===== config.mk =====
export PLATFORM = sky130hd
export DESIGN_NAME = cache_pipe_skid_reg
export DESIGN_NICKNAME = d
export VERILOG_FILES = /design/src/rtl/cache_def_pipe_data.sv /design/src/rtl/cache_pipe_data_bank.sv /design/src/rtl/cache_pipe_skid_reg.sv
export SDC_FILE = /design/constraint.sdc
export NUM_CORES = 1
export LEC_CHECK = 0
export ABC_AREA = 1
export CAP_MARGIN = 0
export CORE_MARGIN = 2
export CORE_UTILIZATION = 35
export DETAILED_ROUTE_END_ITERATION = 12
export DONT_BUFFER_PORTS = 1
export PLACE_DENSITY = 0.61
export RECOVER_POWER = 50
export SLEW_MARGIN = 20
export SYNTH_ARGS = -nofsm -noshare
export SYNTH_HDL_FRONTEND = slang
export SYNTH_SLANG_ARGS = --single-unit

===== constraint.sdc =====
create_clock -name clk -period 8.7 [get_ports clk]
set_input_delay 1.74 -clock clk [delete_from_list [all_inputs] [get_ports clk]]
set_output_delay 1.74 -clock clk [all_outputs]
set_load 0.01 [all_outputs]

===== src/rtl/cache_def_pipe_data.sv =====
// ---------------------------------------------------------------------------
// cache_def_pipe_data
// Shared definitions for the cache datapath elastic pipeline register.
//   state_t         : occupancy state of the skid-buffered stage
//   PIPE_SKID_DEPTH : number of entries a skid-buffered stage can hold
//   occ_of_state    : maps a state to its entry count
// ---------------------------------------------------------------------------
package cache_def_pipe_data;

  localparam int unsigned PIPE_SKID_DEPTH = 2;

  typedef enum logic [1:0] {
    EMPTY = 2'd0,
    ONE   = 2'd1,
    FULL  = 2'd2
  } state_t;

  function automatic logic [1:0] occ_of_state(input state_t s);
    case (s)
      ONE:     return 2'd1;
      FULL:    return 2'd2;
      default: return 2'd0;
    endcase
  endfunction

endpackage


===== src/rtl/cache_pipe_data_bank.sv =====
// ---------------------------------------------------------------------------
// cache_pipe_data_bank
// Payload storage for the elastic pipeline register: a main register that
// always drives the stage output and a skid register that catches the beat
// accepted while the main register is still waiting to be drained.
// Ports:
//   clk, reset      : clock, asynchronous active-high reset
//   load_main       : update main this cycle
//   main_from_skid  : when loading main, take the skid entry instead of in_data
//   load_skid       : capture in_data into skid this cycle
//   in_data         : upstream payload
//   main_data       : current main register contents
// ---------------------------------------------------------------------------
module cache_pipe_data_bank #(
  parameter int unsigned       WIDTH      = 64,
  parameter logic [WIDTH-1:0]  RESET_DATA = '0
) (
  input  logic             clk,
  input  logic             reset,
  input  logic             load_main,
  input  logic             main_from_skid,
  input  logic             load_skid,
  input  logic [WIDTH-1:0] in_data,
  output logic [WIDTH-1:0] main_data
);

  logic [WIDTH-1:0] main_q, main_d;
  logic [WIDTH-1:0] skid_q, skid_d;

  always_comb begin
    main_d = main_q;
    skid_d = skid_q;
    if (load_main) begin
      main_d = main_from_skid ? skid_q : in_data;
    end
    if (load_skid) begin
      skid_d = in_data;
    end
  end

  always_ff @(posedge clk or posedge reset) begin
    if (reset) begin
      main_q <= RESET_DATA;
      skid_q <= RESET_DATA;
    end else begin
      main_q <= main_d;
      skid_q <= skid_d;
    end
  end

  assign main_data = main_q;

endmodule


===== src/rtl/cache_pipe_skid_reg.sv =====
// ---------------------------------------------------------------------------
// cache_pipe_skid_reg
// Elastic valid/ready pipeline register between cache datapath stages, with
// synchronous flush. SKID=1 holds up to two entries and drives in_ready from
// a flop so out_ready never reaches in_ready combinationally; SKID=0 is a
// single register with a combinational in_ready.
// Ports:
//   clk, reset           : clock, asynchronous active-high reset
//   flush                : synchronous kill of all held entries
//   in_valid/in_ready    : upstream handshake, in_data payload
//   out_valid/out_ready  : downstream handshake, out_data oldest payload
//   occupancy            : entries currently held (0..2)
// ---------------------------------------------------------------------------
module cache_pipe_skid_reg
  import cache_def_pipe_data::*;
#(
  parameter int unsigned       WIDTH      = 64,
  parameter int                SKID       = 1,
  parameter logic [WIDTH-1:0]  RESET_DATA = '0
) (
  input  logic             clk,
  input  logic             reset,
  input  logic             flush,
  input  logic             in_valid,
  output logic             in_ready,
  input  logic [WIDTH-1:0] in_data,
  output logic             out_valid,
  input  logic             out_ready,
  output logic [WIDTH-1:0] out_data,
  output logic [1:0]       occupancy
);

  logic accept;
  logic drain;
  logic load_main;
  logic main_from_skid;
  logic load_skid;

  assign accept = in_valid & in_ready;
  assign drain  = out_valid & out_ready;

  cache_pipe_data_bank #(
    .WIDTH      (WIDTH),
    .RESET_DATA (RESET_DATA)
  ) u_bank (
    .clk            (clk),
    .reset          (reset),
    .load_main      (load_main),
    .main_from_skid (main_from_skid),
    .load_skid      (load_skid),
    .in_data        (in_data),
    .main_data      (out_data)
  );

  // Holding rule: a presented beat must not change until it is taken.
  a_hold_stable: assert property (@(posedge clk) disable iff (reset)
    (out_valid && !out_ready) |=> $stable(out_data));

  if (SKID != 0) begin : g_skid
    state_t state_q, state_d;

    always_ff @(posedge clk or posedge reset) begin
      if (reset) begin
        state_q <= EMPTY;
      end else begin
        state_q <= state_d;
      end
    end

    // Flush overrides everything; data loads are suppressed so the bank keeps
    // its contents and the discarded beat never lands anywhere.
    always_comb begin
      state_d        = state_q;
      load_main      = 1'b0;
      main_from_skid = 1'b0;
      load_skid      = 1'b0;
      case (state_q)
        EMPTY: begin
          if (accept) begin
            state_d   = ONE;
            load_main = 1'b1;
          end
        end
        ONE: begin
          if (accept && drain) begin
            load_main = 1'b1;
          end else if (accept) begin
            state_d   = FULL;
            load_skid = 1'b1;
          end else if (drain) begin
            state_d = EMPTY;
          end
        end
        FULL: begin
          if (drain) begin
            state_d        = ONE;
            load_main      = 1'b1;
            main_from_skid = 1'b1;
          end
        end
        default: state_d = EMPTY;
      endcase
      if (flush) begin
        state_d        = EMPTY;
        load_main      = 1'b0;
        main_from_skid = 1'b0;
        load_skid      = 1'b0;
      end
    end

    assign in_ready  = (state_q != FULL);
    assign out_valid = (state_q != EMPTY);
    assign occupancy = occ_of_state(state_q);

    a_no_accept_full: assert property (@(posedge clk) disable iff (reset)
      !(state_q == FULL && accept));
    a_occ_max: assert property (@(posedge clk) disable iff (reset)
      occupancy <= 2'(PIPE_SKID_DEPTH));
  end else begin : g_noskid
    logic valid_q, valid_d;

    always_ff @(posedge clk or posedge reset) begin
      if (reset) begin
        valid_q <= 1'b0;
      end else begin
        valid_q <= valid_d;
      end
    end

    // An accept alongside a drain simply overwrites main with the new beat.
    always_comb begin
      valid_d        = valid_q;
      load_main      = 1'b0;
      main_from_skid = 1'b0;
      load_skid      = 1'b0;
      if (accept) begin
        valid_d   = 1'b1;
        load_main = 1'b1;
      end else if (drain) begin
        valid_d = 1'b0;
      end
      if (flush) begin
        valid_d   = 1'b0;
        load_main = 1'b0;
      end
    end

    assign in_ready  = !valid_q | out_ready;
    assign out_valid = valid_q;
    assign occupancy = {1'b0, valid_q};

    a_occ_max: assert property (@(posedge clk) disable iff (reset)
      occupancy <= 2'd1);
  end

endmodule


# Word-level counts from Yosys, hierarchy flattened
# Cells that the tools add are included.
# word_totals
out_inout_bits	68
latch_bits	0
reg_bits	130
ramBits	0
rom_bits	0
n_memories	0
in_bits	69
# op_classes
n_lt_le_gt_ge	0
div	0
bitwise_logic	2
reduce_logical	4
n_mul	0
n_shift	0
eq_ne	7
mux	19
addsub	0
# ops
cell	count
64-bit 2-to-1 mux	1
2-bit 2-to-1 mux	6
1-bit 2-to-1 mux	9
3-bit inequality test (second input constant)	3
2-bit case mux with 3 select lines	1
4-bit inequality test (second input constant)	1
2-bit case mux with 2 select lines	1
4-bit AND reduction	1
1-bit case mux with 3 select lines	1
1-bit AND	2
2-bit by 1-bit equality test with 1-bit output (second input constant)	1
2-bit equality test (second input constant)	1
2-bit logical NOT	1
2-bit inequality test (second input constant)	1
2-bit nonzero test	1
1-bit logical AND	1

# Logic depth before layout (Yosys ltp)
# depth
ltp_word	7
mapped_depth	8
ltp_nobuf	7

# Modules after synthesis
# Synthesis repeated with hierarchy kept, for this count alone.
# hier_totals
hier_cells	777
hier_area_um2	5992.0
# by_module_without_submodules
module	seq_area_each_um2	instances	cells_each	area_per_inst_um2
cache_pipe_data_bank	3203.1	1	747	5813.1
cache_pipe_skid_reg	50.0	1	30	178.9

# Least setup slack after synthesis
# OpenSTA, ideal clock, no wires.
# synth_timing
kind	input to register
start	in flush
end	reg u_bank.main_q[10] (netlist: u_bank.main_data[10])
path_slack_ns	6.070
path_stages	8
required_time_ns	8.583
setup_ns	0.117
arrival_ns	2.513
cell_sequence	nor2_1 -> nand3_1 -> buf_2 -> buf_2 -> nand2_1 -> o21ai_0 -> nand2_1 -> nand2_1
# synth_between
elab_chain_len	2
# synth_lines
item	line	rtl
start, declared	cache_pipe_skid_reg.sv:23	input logic flush,
1-bit 2-to-1 mux	cache_pipe_skid_reg.sv:103	if (flush) begin
64-bit 2-to-1 mux	cache_pipe_data_bank.sv:34	main_d = main_from_skid ? skid_q : in_data;
end signal, assigned	cache_pipe_data_bank.sv:46	main_q <= main_d;
end, declared	cache_pipe_data_bank.sv:27	logic [WIDTH-1:0] main_q, main_d;
# Parallel ways exist; a longest one is shown, timed or not.
# A chain may end at the register's enable or synchronous reset.

# Worst setup path in the final report
# layout_timing
start	in in_valid
end	reg u_bank.skid_q[27]
# layout_between
elab_chain_len	5
# layout_lines
item	line	rtl
start, declared	cache_pipe_skid_reg.sv:24	input logic in_valid,
1-bit AND *	cache_pipe_skid_reg.sv:39	assign accept = in_valid & in_ready;
1-bit 2-to-1 mux or 1-bit logical AND (tied branches)	cache_pipe_skid_reg.sv:87, cache_pipe_skid_reg.sv:85	
1-bit 2-to-1 mux *	cache_pipe_skid_reg.sv:85	if (accept && drain) begin
1-bit 2-to-1 mux *	cache_pipe_skid_reg.sv:77	case (state_q)
1-bit 2-to-1 mux *	cache_pipe_skid_reg.sv:103	
end signal, assigned	cache_pipe_data_bank.sv:47	skid_q <= skid_d;
end, declared	cache_pipe_data_bank.sv:28	logic [WIDTH-1:0] skid_q, skid_d;
# Mark *: on every way between the ends. The rest lies on a longest branch, timed or not.

==> key figures <==
Run status
  – Outcome: complete, but fails checks
  – Violated checks: capacitance limit, slew limit

Synthesis
  – Yosys Warn Count: 0
  – Yosys cell types: 13
  – Mapped Nets: 783
  – Part of the Yosys area used for sequential elements: 57.0%
  – Gate count after technology mapping: 714
  – Mapped Area: 5710 sq um
  – Seq cells post-synth: 130
  – Syn Area/Cell: 7.99 sq um

Place
  – Placed cell count: 894
  – Port Buf Inserts: 0
  – GPL Wtd Cong: 0.762
  – DP Wirelength: 7.37 mm
  – Placement Cell Area: 5810 sq um

Die
  – Cell Rows: 46
  – I/O pin count: 137
  – Total core area: 15900 sq um
  – Vert. Die Dim: 132 microns
  – Initial Utilization: 35.9%
  – Die X-Extent: 132 microns
  – Die Area: 17300 sq um

STA
  – Fmax: 246 MHz
  – Slew headroom: -85.9%
  – Final setup viols: 0
  – RSZ-0062 raised after global routing: false
  – Final hold violations: 0
  – Minimum clock period: 4.06 ns
  – Hold Worst Slack: 0.504 ns
  – Slew @ Worst Pin: 2.77 ns
  – Clock Skew: 0.00489 ns
  – Max-slew violation count: 118
  – Final cycle utilization of the critical path: 46.6%
  – Setup TNS: 0 ns

Setup path
  – Kind of end point of the critical path: register
  – CP max-delay cell: nand3_1
  – Cell mode on critical path: nor2_1
  – CP max FO: 77
  – Arrival @ worst endpoint: 4.32 ns
  – CP max stage delay: 1.29 ns
  – CP Launch Type: input pin
  – WS Path Type: in2reg
  – Worst EP required: 8.96 ns
  – CP Cell Sequence: inv_1 -> nor2_1 -> nand3_1 -> buf_4 -> nor2_1 -> a21oi_1

Clock tree
  – Skew-Pair Late Insertion Delay: 0.41 ns
  – Hold_buf cts: 0
  – TritonCTS buffer count: 17
  – Root buffer cell: clkbuf_16
  – # clock sinks: 130
  – Clock buffer depth: 2
  – Post-CTS setup buffer count: 0
  – H-tree levels: 4
  – TritonCTS clock tree: built
  – Clock transition at the registers of the reported paths: 0.05 ns
  – Resize count post-CTS: 0

Power
  – Peak VDD IR: 0.000141 V
  – Pwr/cell area: 295 nW/um^2
  – Final Power: 1890 uW
  – Leakage power total: 0.00350 uW

GRT
  – GRT Total Usage: 15.1%
  – Total grt overflow: 0
  – Pin count of the biggest net entering global routing: 129
  – Initial antenna violation count: 0
  – First-pass GRT wire length: 20.9 mm
  – Vias in the first global route: 4104

Min path
  – Hold WC Path Type: reg2reg

Route
  – TritonRoute pass-1 iters: 5
  – Post-DR wirelength/cell: 13.2 microns
  – DRT Wirelength: 12.2 mm
  – Via density: 4.55
  – DRC: 0
  – DR vias: 4215
  – Initial drt markers: 284
  – Antenna Violating Nets Remaining: 0

Final layout
  – P&R area growth vs syn: 12.3%
  – Finished Layout Cells: 926
  – Filler cells: 1652
  – Nets: 766
  – Finished Cell Area: 6410 sq um
  – Fraction of layout cells with a size suffix above 1: 5.63%
  – Number of inserted diodes: 0

Run
  – Max-Cap Viols: 2
## synth_stat cells
master	number	share of area [%]
nand3_1	6	0.53
inv_2	1	0.066
a21oi_1	64	5.6
nand2_1	266	17
nor2_1	68	4.5
buf_4	2	0.26
o21ai_0	65	5.7
buf_2	25	2.2
inv_1	72	4.7
nand4_1	1	0.11
buf_6	7	1.4
clkbuf_1	7	0.46
dfrtp_1	130	57
## layout by cell type, fill, tap and decap left out, drive strengths merged
master / synthesis / layout
nor2: 68 / 68
nand2: 266 / 266
inv: 73 / 72
o21ai: 65 / 65
a21oi: 64 / 64
buf: 34 / 5
nand3: 6 / 6
dfrtp: 130 / 130
nand4: 1 / 1
clkbuf: 7 / 22
clkinvlp: 0 / 3
clkinv: 0 / 5
bufinv: 0 / 3
## where the power goes
group          internal, uW  switching [uW]
sequential              784             112
combinational          92.6             160
clock                   479             260
## worst max-delay path, delay by kind of cell
kind / cells / cell delay [ns]
AO/OA/AOI/OAI: 1 / 0.06
buffers and inverters: 2 / 0.89
AND/OR/NAND/NOR: 3 / 1.59
## final timing paths
kind	from	end	slack (ns)	depth (start not counted)
worst max-delay path	in_valid	u_bank.skid_q[27]$_DFFE_PP0P_	4.64	6
max in group asynchronous	reset	u_bank.main_data[22]$_DFFE_PP0P_	4.88	2
min in group asynchronous	reset	u_bank.main_data[62]$_DFFE_PP0P_	1.98	1
worst max register to register	g_skid.state_q[1]$_DFFE_PP0P_	u_bank.skid_q[27]$_DFFE_PP0P_	5.29	5
worst min-delay path	u_bank.skid_q[37]$_DFFE_PP0P_	u_bank.skid_q[37]$_DFFE_PP0P_	0.50	2
worst min register to register	u_bank.skid_q[37]$_DFFE_PP0P_	u_bank.skid_q[37]$_DFFE_PP0P_	0.50	2
## state kept, by name, summed over array words and instances, names as in the netlist
register,count
g_skid.state_q,2
u_bank.skid_q,64
u_bank.main_data,64
## layer usage
metal  track usage [%]  share of wire [%]  up-vias
li1                  -                  -     2152
met1              20.2                 48     1935
met2              22.2                 43      115
met3              5.36                7.4       13
met4              6.16                1.4        0
met5                 0                  0        -
## kinds of logic (layout without fill, tap and decap cells)
| kind of cell | after synthesis | after routing | share of synthesized area, % |
|---|---|---|---|
| DFF | 130 | 130 | 57.0 |
| buffers and inverters | 114 | 110 | 9.10 |
| AOI/OAI and AO/OA | 129 | 129 | 11.3 |
| and+or+nand+nor | 341 | 341 | 22.6 |
## per-stage QoR
stage | setup slack [ns] | utilization (%)
2_1_floorplan | 3.49 | -
5_1_grt | 4.17 | 40.3
3_3_place_gp | 5.29 | 36.5
6_report | 4.64 | 40.3
4_1_cts | 5.66 | 40.4
3_5_place_dp | 5.25 | 36.5
## cell type report
class	count	area [sq um]	share of cell area, %
Clock inverter	10	130	2.03
Clock buffer	22	484	7.56
Inverter	73	275	4.30
Sequential cell	130	3250	50.8
Timing Repair Buffer	5	41.3	0.644
Multi-Input combinational cell	470	1950	30.5
Tap cell	216	270	4.22
Note: power is estimated with default switching activity, not from simulation.
